==> src/rtl/jt49_dcrm_pkg.sv <==
// Shared FSM encoding and default widths for the DC-removal stage.
// No logic here. The states are sequenced CLR -> IDLE -> RD -> UPD -> OUT -> IDLE.
package jt49_dcrm_pkg;

    localparam int DEF_DW = 10;
    localparam int DEF_AW = 6;

    typedef enum logic [2:0] {
        ST_CLR  = 3'd0,
        ST_IDLE = 3'd1,
        ST_RD   = 3'd2,
        ST_UPD  = 3'd3,
        ST_OUT  = 3'd4
    } state_t;

endpackage

==> src/rtl/jt49_dcrm_ram.sv <==
// Single-port 2^AW x DW sample history RAM with a registered read (1 clk latency).
// Has no reset, so it maps onto block or distributed RAM. It applies no backpressure.
module jt49_dcrm_ram
    import jt49_dcrm_pkg::*;
#(
    parameter int DW = DEF_DW,
    parameter int AW = DEF_AW
) (
    input  logic          clk,
    input  logic          we,
    input  logic [AW-1:0] addr,
    input  logic [DW-1:0] wdat,
    output logic [DW-1:0] rdat
);

    logic [DW-1:0] mem [0:(1<<AW)-1];
    logic [DW-1:0] rdat_q;

    always_ff @(posedge clk) begin
        if (we) begin
            mem[addr] <= wdat;
        end
        rdat_q <= mem[addr];
    end

    assign rdat = rdat_q;

endmodule

==> src/rtl/jt49_dcrm.sv <==
// DC removal: dout = din - mean(last 2^AW), 3 clk cen->valid, cen while busy dropped + lost set.
// `JT49_DCRM_SAT_EN` selects a saturated unity-gain output; the default is a half-gain output.
module jt49_dcrm
    import jt49_dcrm_pkg::*;
#(
    parameter int DW = DEF_DW,
    parameter int AW = DEF_AW
) (
    input  logic                 clk,
    input  logic                 rst_n,
    input  logic                 cen,
    input  logic [DW-1:0]        din,
    output logic signed [DW-1:0] dout,
    output logic                 valid,
    output logic                 busy,
    output logic                 lost
);

    localparam logic [AW-1:0] PTR_LAST = '1;

    state_t                 state_q, state_d;
    logic [AW-1:0]          ptr_q, ptr_d;
    logic [DW+AW-1:0]       acc_q, acc_d;
    logic [DW-1:0]          smp_q, smp_d;
    logic signed [DW-1:0]   dout_q, dout_d;
    logic                   valid_q, valid_d;
    logic                   lost_q, lost_d;

    logic                   ram_we;
    logic [DW-1:0]          ram_wdat;
    logic [DW-1:0]          ram_rdat;

    logic [DW-1:0]          mean;
    logic signed [DW:0]     diff;
    logic signed [DW-1:0]   cond;

    jt49_dcrm_ram #(
        .DW (DW),
        .AW (AW)
    ) u_ram (
        .clk  (clk),
        .we   (ram_we),
        .addr (ptr_q),
        .wdat (ram_wdat),
        .rdat (ram_rdat)
    );

    // acc always equals the sum of the buffer, so its top DW bits are the window mean
    always_comb begin
        mean = acc_q[DW+AW-1:AW];
        diff = $signed({1'b0, smp_q}) - $signed({1'b0, mean});
`ifdef JT49_DCRM_SAT_EN
        if (diff[DW] != diff[DW-1]) begin
            cond = diff[DW] ? {1'b1, {(DW-1){1'b0}}} : {1'b0, {(DW-1){1'b1}}};
        end else begin
            cond = diff[DW-1:0];
        end
`else
        cond = diff[DW:1];
`endif
    end

    always_comb begin
        state_d  = state_q;
        ptr_d    = ptr_q;
        acc_d    = acc_q;
        smp_d    = smp_q;
        dout_d   = dout_q;
        valid_d  = 1'b0;
        lost_d   = lost_q | (cen && (state_q != ST_IDLE));
        ram_we   = 1'b0;
        ram_wdat = smp_q;

        case (state_q)
            ST_CLR: begin
                ram_we   = 1'b1;
                ram_wdat = '0;
                ptr_d    = ptr_q + 1'b1;
                if (ptr_q == PTR_LAST) begin
                    state_d = ST_IDLE;
                end
            end
            ST_IDLE: begin
                if (cen) begin
                    smp_d   = din;
                    state_d = ST_RD;
                end
            end
            ST_RD: begin
                state_d = ST_UPD;
            end
            ST_UPD: begin
                // ram_rdat holds the oldest sample, which is the one being replaced
                ram_we  = 1'b1;
                acc_d   = acc_q + {{AW{1'b0}}, smp_q} - {{AW{1'b0}}, ram_rdat};
                ptr_d   = ptr_q + 1'b1;
                state_d = ST_OUT;
            end
            ST_OUT: begin
                dout_d  = cond;
                valid_d = 1'b1;
                state_d = ST_IDLE;
            end
            default: begin
                state_d = ST_CLR;
            end
        endcase
    end

    always_ff @(posedge clk or negedge rst_n) begin
        if (!rst_n) begin
            state_q <= ST_CLR;
            ptr_q   <= '0;
            acc_q   <= '0;
            smp_q   <= '0;
            dout_q  <= '0;
            valid_q <= 1'b0;
            lost_q  <= 1'b0;
        end else begin
            state_q <= state_d;
            ptr_q   <= ptr_d;
            acc_q   <= acc_d;
            smp_q   <= smp_d;
            dout_q  <= dout_d;
            valid_q <= valid_d;
            lost_q  <= lost_d;
        end
    end

    assign dout  = dout_q;
    assign valid = valid_q;
    assign busy  = (state_q != ST_IDLE);
    assign lost  = lost_q;

endmodule

==> config.mk <==
export PLATFORM = sky130hd
export DESIGN_NAME = jt49_dcrm
export DESIGN_NICKNAME = d
export VERILOG_FILES = /design/src/rtl/jt49_dcrm_pkg.sv /design/src/rtl/jt49_dcrm_ram.sv /design/src/rtl/jt49_dcrm.sv
export SDC_FILE = /design/constraint.sdc
export NUM_CORES = 1
export LEC_CHECK = 0
export CAP_MARGIN = 0
export CELL_PAD_IN_SITES_DETAIL_PLACEMENT = 0
export CELL_PAD_IN_SITES_GLOBAL_PLACEMENT = 1
export CORE_ASPECT_RATIO = 1.75
export CORE_MARGIN = 5
export CORE_UTILIZATION = 54
export DETAILED_ROUTE_END_ITERATION = 10
export GPL_ROUTABILITY_DRIVEN = 0
export HOLD_SLACK_MARGIN = 0.1
export PLACE_DENSITY = 0.75
export SLEW_MARGIN = 20
export SYNTH_ARGS = -nofsm -noshare
export SYNTH_HDL_FRONTEND = slang
export SYNTH_HIERARCHICAL = 1
export SYNTH_SLANG_ARGS = --single-unit
==> constraint.sdc <==
create_clock -name clk -period 3.21 [get_ports clk]
set_clock_uncertainty 0.05 [all_clocks]
set_input_delay 0.642 -clock clk [delete_from_list [all_inputs] [get_ports clk]]
set_output_delay 0.642 -clock clk [all_outputs]
set_load 0.01 [all_outputs]
=== Yosys cells after proc, flatten, opt, wreduce, memory -nomap -nowiden ===
Memory sizes are Yosys's and may differ from the RTL's. A register that Yosys moved wholly into a read port is not among the register bits.
Cells that the tools add are included.

* Add/subtract/negate cells: 4
* Eq/ne operators: 8
* Muxes and demuxes: 8
* Bitwise logic cells: 1
* Reduce and logical (&&, ||, !) cells: 5

{| class="wikitable"
|+ Operators by type and width
! operator !! count
|-
| 16-bit by 10-bit adder with 16-bit output || 1
|-
| 16-bit by 10-bit subtractor with 16-bit output || 1
|-
| 3-bit one-hot mux with 5 select lines || 1
|-
| 10-bit by 10-bit subtractor with 11-bit output || 1
|-
| 10-bit 2-to-1 mux || 1
|-
| 6-bit by 1-bit adder with 6-bit output (second input constant) || 1
|-
| 3-bit by 2-bit equality test with 1-bit output (second input constant) || 2
|-
| 6-bit equality test (second input constant) || 1
|-
| 3-bit 2-to-1 mux || 2
|-
| 1-bit 2-to-1 mux || 4
|-
| 2-bit != test (second input constant) || 2
|-
| 2-bit AND reduction || 2
|-
| 3-bit by 1-bit equality test with 1-bit output (second input constant) || 1
|-
| 3-bit equality test (second input constant) || 1
|-
| 3-bit logical NOT || 1
|-
| 3-bit by 1-bit != test with 1-bit output (second input constant) || 1
|-
| 2-bit OR reduction || 1
|-
| 1-bit logical AND || 1
|-
| 1-bit OR || 1
|}

* Register bits: 47
* Memory bits (writable): 640
* Input port bits: 13
* Output and inout port bits: 13
* Word-level logic and storage cells: 34
* Memories kept: 1

{| class="wikitable"
|+ Memories
! memory !! depth !! width !! rd ports !! clocked after Yosys merged registers in !! wr ports !! line !! text
|-
| u_ram.mem || 64 || 10 || 1 || 1 || 1 || jt49_dcrm_ram.sv:16 || <nowiki>logic [DW-1:0] mem [0:(1<<AW)-1];</nowiki>
|}

=== Logic depth before layout (Yosys ltp) ===
Gate-level depths: netlist of the first run.

* Word-level depth: 5
* Mapped depth: 12
* Depth with buffers taken out: 12

=== Cells and area by module ===
Netlist of the first run, hierarchy kept.

{| class="wikitable"
|+ Modules (own cells, without submodules)
! module !! instances !! cells each !! area each (sq um) !! sequential area each (sq um)
|-
| jt49_dcrm_ram || 1 || 1430 || 25051.5 || 19418.6
|-
| jt49_dcrm || 1 || 367 || 3218.1 || 1176.1
|}

=== Least setup slack after synthesis of the first run ===
Ideal clock, no wire load.

* Path kind: register to register
* Start: register smp_q[1]
* End: register acc_q[15]
* Arrival: 2.622 ns
* Setup slack: 0.458 ns
* Stages on the path, launching flop included: 11
* Path buffers: 0
* Period minus slack after synthesis: 2.752 ns
* Cell sequence: dfrtp_1 inv_1 fa_1 inv_1 ha_1 a211oi_2 nor2_1 o211a_1 or4_1 a21oi_1 xnor2_1

* Cells in the longest elaborated chain, start to end: 2

{| class="wikitable"
|+ RTL lines
! item !! line !! text
|-
| from (decl) || jt49_dcrm.sv:24 || <nowiki>logic [DW-1:0] smp_q, smp_d;</nowiki>
|-
| from (signal assigned) || jt49_dcrm.sv:123 || <nowiki>smp_q <= smp_d;</nowiki>
|-
| 16-bit by 10-bit adder with 16-bit output || jt49_dcrm.sv:95 || <nowiki>acc_d = acc_q + {{AW{1'b0}}, smp_q} - {{AW{1'b0}}, ram_rdat};</nowiki>
|-
| 16-bit by 10-bit subtractor with 16-bit output || jt49_dcrm.sv:95 ||
|-
| to (signal assigned) || jt49_dcrm.sv:114 || <nowiki>acc_q <= '0;</nowiki>
|-
| to (signal assigned) || jt49_dcrm.sv:122 || <nowiki>acc_q <= acc_d;</nowiki>
|-
| to (decl) || jt49_dcrm.sv:23 || <nowiki>logic [DW+AW-1:0] acc_q, acc_d;</nowiki>
|}

Every way passes these cells.
A chain may end at the register's enable or synchronous reset.

==> flow_summary_export.csv, run 1 <==
group,metric,value,unit
status,outcome,"completed",
detailed_routing,drc_errors,0,
critical_path,crit_type,"flop to flop",
clocking,cts_hold_buf,1,
floorplanning,die_y,312.7,µm
synthesis,synth_fa_ha_area_frac,0.01930,
power_and_ir_drop,ir_drop,0.4866,mV
synthesis,synth_enable_flop_cells,640,
synthesis,synth_compound_area_frac,0.1200,
sta,setup_tns,0,ns
sta,min_period_over_period,0.9523,
global_route,antenna_found_initial,1,
critical_path,critPathTopFamily,"simple AND/OR/NAND/NOR gates",
clocking,cts.htree.levels,2,
synthesis,synthSimpleGateAreaFrac,0.04674,
sta,final_hold_viol_count,0,
synthesis,synthDistinctLibCells,72,
detailed_routing,drt-total-wl,82.91,mm
synthesis,ys_seq_area_frac,0.7285,
layout,multi_input_area,6958,µm²
clocking,numCtsBuffers,59,
synthesis,synth_top_family_by_area,"compound AO/OA/AOI/OAI gates",
power_and_ir_drop,net-switching-power,0.01352,W
critical_path,arrival,3.49,ns
synthesis,yosys_register_bits,697,
power_and_ir_drop,intPower,0.02144,W
layout,fillCellCount,3795,
power_and_ir_drop,clkPwrFrac,0.219,
power_and_ir_drop,power_density,1077,nW/µm²
floorplanning,row_count,111,
synthesis,synth_area,28270,µm²
place,post-dp-hpwl,55.84,mm
critical_path,cp.buffers_inverters,2,
synthesis,synth_mux_area_frac,0.04882,
synthesis,yosys_warnings,6,
detailed_routing,drtPass1Iterations,5,
sta,timing.final.crit_period,3.057,ns
clocking,cts_tree,"built",
critical_path,worst_setup_path_end_kind,"flop",
layout,syn2layout_area_growth,14.88,%
min_path,hold_class,"flop to flop",
critical_path,worstPathMaxFanout,20,
critical_path,worstPathCellList,"buf_4 > nand2b_1 > buf_4 > o22ai_1 > a311oi_1 > o22ai_1 > or4_1",
global_route,grt_max_degree,65,
global_route,grt_overflow_total,0,
clocking,clock-root-buffer,"clkbuf_16",
power_and_ir_drop,combPwrFrac,0.425,
power_and_ir_drop,p_sw_frac,0.3867,
detailed_routing,ant_nets,0,
synthesis,ys.flop_type,"edfxtp_1",
power_and_ir_drop,cellLeakagePower,11.25,nW
clocking,clk_pin_slew,0.07,ns
layout,layout_common_cells,"edfxtp_1 (640), buf_4 (171), nor2_1 (114)",
clocking,post_cts_buffers,0,
clocking,clk_latency,0.63,ns
sta,hold_slack,0.4160,ns
layout,num_antenna_cells,0,
clocking,cts_resized,0,
synthesis,synthCells,1797,
critical_path,cpPeakStageDelay,0.64,ns
sta,worst_slew_pin_slew,0.9962,ns
floorplanning,start_util,0.5428,
sta,rsz0062_at_grt,"no",
clocking,cts_sinks,697,
sta,max_freq,327.1,MHz
detailed_routing,routedWlPerCell,31.02,µm
layout,fin_util,0.6236,
critical_path,r2r_slack,0.15,ns
floorplanning,dieWidth,183.0,µm
place,io_buffers,25,
sta,maxSlewHeadroom,0.3343,
synthesis,syn-num-nets,1847,
floorplanning,core_area,52080,µm²
floorplanning,dieArea,57210,µm²
layout,layout.nets,1996,
detailed_routing,via_count,17450,
critical_path,start_kind,"flop",
layout,ff_latch_area,20610,µm²
global_route,grt_first_pass_wirelength,120.4,mm
sta,setup_viol,0,
detailed_routing,routed_via_density,6.527,
power_and_ir_drop,pwr-share-seq,0.356,
detailed_routing,drt_iter0_markers,1865,
layout,drive_above_1_share,0.1789,
layout,final_common_cell,"edfxtp_1",
global_route,track_usage,0.2879,
synthesis,synth.avg_cell_area,15.73,µm²
clocking,cts_max_path_buffers,3,
critical_path,critPathRequiredTime,3.64,ns
critical_path,slowest_stage,"dfrtp_4",
floorplanning,io_pins,26,
run,cap_violations,0,
global_route,grt_pass1_vias,17970,
sta,finalMaxSlewViolations,0,
synthesis,synth_xor_area_frac,0.007126,
synthesis,synthArstFlopShare,0.06743,
## layout make-up
class / count / area share
well taps: 678 / 0.02612
multi-input cells: 923 / 0.2142
inverters: 56 / 0.006472
repair buffers: 209 / 0.05478
flip-flops and latches: 697 / 0.6345
clock inverters: 36 / 0.01518
clock buffers: 74 / 0.04873
## path summary, 6_finish.rpt
path                                from       endpoint  cells past startpoint
worst min register to register      lost           lost                      1
max in group asynchronous          rst_n      acc_q[10]                      3
min in group asynchronous          rst_n       ptr_q[3]                      2
worst min-delay path                lost           lost                      1
worst max-delay path            ptr_q[0]  u_ram/rdat[2]                      7
worst max register to register  ptr_q[0]  u_ram/rdat[2]                      7
## logic make-up after synthesis
family	Yosys count
DFF	697
AOI/OAI and AO/OA	460
and+or+nand+nor	292
buffers and inverters	177
muxes	111
adders and majority gates	37
xor gates and xnor gates	23
## cells in the mapped netlist, drive strengths merged (10+ instances only)
cell,instances,area share
ha,26,0.012
nand2,74,0.0098
edfxtp,640,0.68
a311oi,10,0.0031
o22a,22,0.0068
a221o,11,0.0039
mux4,17,0.014
a211oi,17,0.0047
mux2i,58,0.021
mux2,36,0.014
nand3,18,0.0032
inv,56,0.0074
a22oi,65,0.017
nor2,126,0.017
o22ai,46,0.010
fa,11,0.0078
o21ai,63,0.011
nor2b,16,0.0035
dfrtp,47,0.042
clkbuf,47,0.0062
dfxtp,10,0.0071
a221oi,103,0.033
xor2,11,0.0034
buf,74,0.016
nor3,10,0.0019
a21oi,43,0.0076
a31oi,14,0.0033
xnor2,12,0.0037
a22o,10,0.0031
## metrics by stage
stage,worst slack (ns),total power (W),instances,area [µm²]
floorplan,0.4583,0.02112,1797,28270
global placement,0.2711,0.02706,2562,30390
detailed placement,0.2398,0.02731,2562,30390
CTS,0.2138,0.03493,2673,32480
global route,0.07020,0.03625,2673,32480
finish,0.1531,0.03497,2673,32480
## layer usage
layer / routed length [µm] / track usage
met3: 5778 / 0.04017
met4: 5666 / 0.1647
met5: 0 / 0
met1: 28170 / 0.3340
met2: 43300 / 0.5081
## sequential cells by signal, summed over array words and instances, names as in the netlist
register	flops
u_ram/mem	640
acc_q	16
dout	10
smp_q	10
u_ram/rdat	10
ptr_q	6
state_q	3
lost	1
valid	1
## power by group through the flow
stage	Clock [W]	Sequential [W]	Combinational [W]
CTS	0.00774	0.0124	0.0147
finish	0.00765	0.0125	0.0149
global route	0.00806	0.0125	0.0157
global placement	0	0.0126	0.0145
floorplan	0	0.0124	0.00867
detailed placement	0	0.0126	0.0147
Note: power is estimated with default switching activity, not from simulation.
==> run 2, diff against run 1 <==
--- a/config.mk
+++ b/config.mk
@@ -14,7 +14,9 @@
 export DETAILED_ROUTE_END_ITERATION = 10
 export GPL_ROUTABILITY_DRIVEN = 0
 export HOLD_SLACK_MARGIN = 0.1
+export MAX_ROUTING_LAYER = met4
 export PLACE_DENSITY = 0.75
+export RECOVER_POWER = 50
 export SLEW_MARGIN = 20
 export SYNTH_ARGS = -nofsm -noshare
 export SYNTH_HDL_FRONTEND = slang
==> run 2 against run 1 <==
Net effect: the flow now finishes with violations (capacitance limit, slew limit); final cell count stayed put; die area unchanged; sequential power about the same; clock power is essentially flat; critical path depth did not move; critical path type unchanged; critical endpoint unchanged.
==> flow_summary_export.csv, run 2 (synthesis gave the netlist of run 1 again) <==
group,metric,value,unit
sta,finalMaxSlewViolations,97,
floorplanning,core_area,52080,µm²
floorplanning,start_util,0.5428,
detailed_routing,ant_nets,0,
clocking,cts_tree,"built",
critical_path,rr_worst_depth,7,
sta,setup_tns,0,ns
detailed_routing,drt-total-wl,82.88,mm
layout,largest_registers,"u_ram/mem x640, acc_q x16",
clocking,numCtsBuffers,59,
critical_path,reg2reg_to,"u_ram/rdat[2]",
critical_path,r2r_start,"ptr_q[0]",
layout,layout_common_cells,"edfxtp_1 (640), buf_4 (159), nor2_1 (115)",
layout,drive_above_1_share,0.1744,
global_route,antenna_found_initial,1,
layout,layout.nets,1996,
global_route,grt_overflow_total,0,
status,violations,"capacitance limit, slew limit",
detailed_routing,drt_iter0_markers,1973,
floorplanning,row_count,111,
critical_path,arrival,3.53,ns
floorplanning,die_y,312.7,µm
critical_path,r2r_slack,0.12,ns
clocking,clk_latency,0.63,ns
power_and_ir_drop,cellLeakagePower,11.21,nW
global_route,grt_pass1_vias,17900,
layout,syn2layout_area_growth,14.61,%
run,cap_violations,2,
clocking,clock-root-buffer,"clkbuf_16",
layout,largest_register,"u_ram/mem",
clocking,post_cts_buffers,0,
detailed_routing,via_count,17550,
detailed_routing,routedWlPerCell,31.00,µm
status,outcome,"finished with violations",
sta,rsz0062_at_grt,"no",
clocking,clk_pin_slew,0.07,ns
layout,num_antenna_cells,0,
global_route,grt_max_degree,65,
floorplanning,io_pins,26,
floorplanning,dieArea,57210,µm²
critical_path,worst_setup_path_end_kind,"flop",
place,dp.cells,2562,
critical_path,start_kind,"flop",
min_path,hold_class,"flop to flop",
critical_path,worstPathMaxFanout,20,
critical_path,critPathRequiredTime,3.64,ns
sta,setup_viol,0,
sta,max_freq,323.2,MHz
layout,fillCellCount,3804,
clocking,cts_hold_buf,1,
layout,final_common_cell,"edfxtp_1",
sta,final_hold_viol_count,0,
sta,min_period_over_period,0.9640,
clocking,cts_sinks,697,
clocking,cts_max_path_buffers,3,
detailed_routing,drc_errors,0,
place,post-dp-hpwl,55.84,mm
power_and_ir_drop,power_density,1077,nW/µm²
place,io_buffers,25,
global_route,grt_first_pass_wirelength,120.3,mm
critical_path,crit_end,"u_ram/rdat[2]",
global_route,track_usage,0.2965,
detailed_routing,drtPass1Iterations,7,
power_and_ir_drop,ir_drop,0.4590,mV
layout,finalNonFillerCells,2673,
critical_path,cp-startpoint,"ptr_q[0]",
sta,timing.final.crit_period,3.094,ns
layout,largest_reg_flops,640,
detailed_routing,routed_via_density,6.565,
clocking,cts.htree.levels,2,
sta,worst_slew_pin_slew,1.912,ns
floorplanning,dieWidth,183.0,µm
clocking,cts_resized,0,
critical_path,crit_type,"flop to flop",
sta,maxSlewHeadroom,-0.2747,
## run 2: where the power goes
group | internal, W | switching, W | total, W
Clock | 0.00445 | 0.00320 | 0.00765
Sequential | 0.0120 | 0.000524 | 0.0125
Combinational | 0.00498 | 0.00976 | 0.0147
## run 2: per-stage QoR
| step | total power [W] | util | hold slack [ns] | cell area [µm²] | setup WS (ns) |
|---|---|---|---|---|---|
| final | 0.03490 | 0.6221 | 0.4160 | 32400 | 0.1157 |
| after global routing | 0.03619 | 0.6221 | 0.4321 | 32400 | 0.05205 |
| after CTS | 0.03493 | 0.6236 | 0.4160 | 32480 | 0.2138 |
| after detailed placement | 0.02731 | 0.5835 | 0.4015 | 30390 | 0.2398 |
| after global placement | 0.02706 | 0.5835 | 0.3970 | 30390 | 0.2711 |
| after floorplan | 0.02112 | - | 0.2964 | 28270 | 0.4583 |
## run 2: metal layers
metal / GRT usage / share of wire
met3: 0.03727 / 0.071
met2: 0.5097 / 0.53
met4: 0.1559 / 0.064
met5: - / 0
met1: 0.3389 / 0.34
## run 2: area by class of cell
type                    count  area (µm²)  share of cell area
clock inverters            36       493.0             0.01521
repair buffers            209        1730             0.05341
multi-input cells         923        6930              0.2139
well taps                 678       848.3             0.02618
inverters                  56       210.2            0.006487
clock buffers              74        1583             0.04885
flip-flops and latches    697       20610              0.6360
## run 2: how the worst min path moves through the flow
stage / slack [ns] / to / start / cells past startpoint
floorplan: 0.30 / acc_q[0] / rst_n / 0
detailed placement: 0.40 / lost / lost / 1
global placement: 0.40 / lost / lost / 1
finish: 0.42 / lost / lost / 1
CTS: 0.42 / lost / lost / 1
global route: 0.43 / lost / lost / 1
## run 2: critical path, cell delays in order (launching register included)
cell and delay (ns):
dfrtp_4 0.64, buf_4 0.33, nand2b_1 0.36, buf_4 0.21, o22ai_1 0.09, a311oi_1 0.34, o22ai_1 0.32, or4_1 0.60
==> run 3, diff against run 2 <==
--- a/config.mk
+++ b/config.mk
@@ -5,7 +5,7 @@
 export SDC_FILE = /design/constraint.sdc
 export NUM_CORES = 1
 export LEC_CHECK = 0
-export CAP_MARGIN = 0
+export CAP_MARGIN = 20
 export CELL_PAD_IN_SITES_DETAIL_PLACEMENT = 0
 export CELL_PAD_IN_SITES_GLOBAL_PLACEMENT = 1
 export CORE_ASPECT_RATIO = 1.75
==> results of run 3 <==
No change in the layout: final DEF, timing and power equal those of run 2.
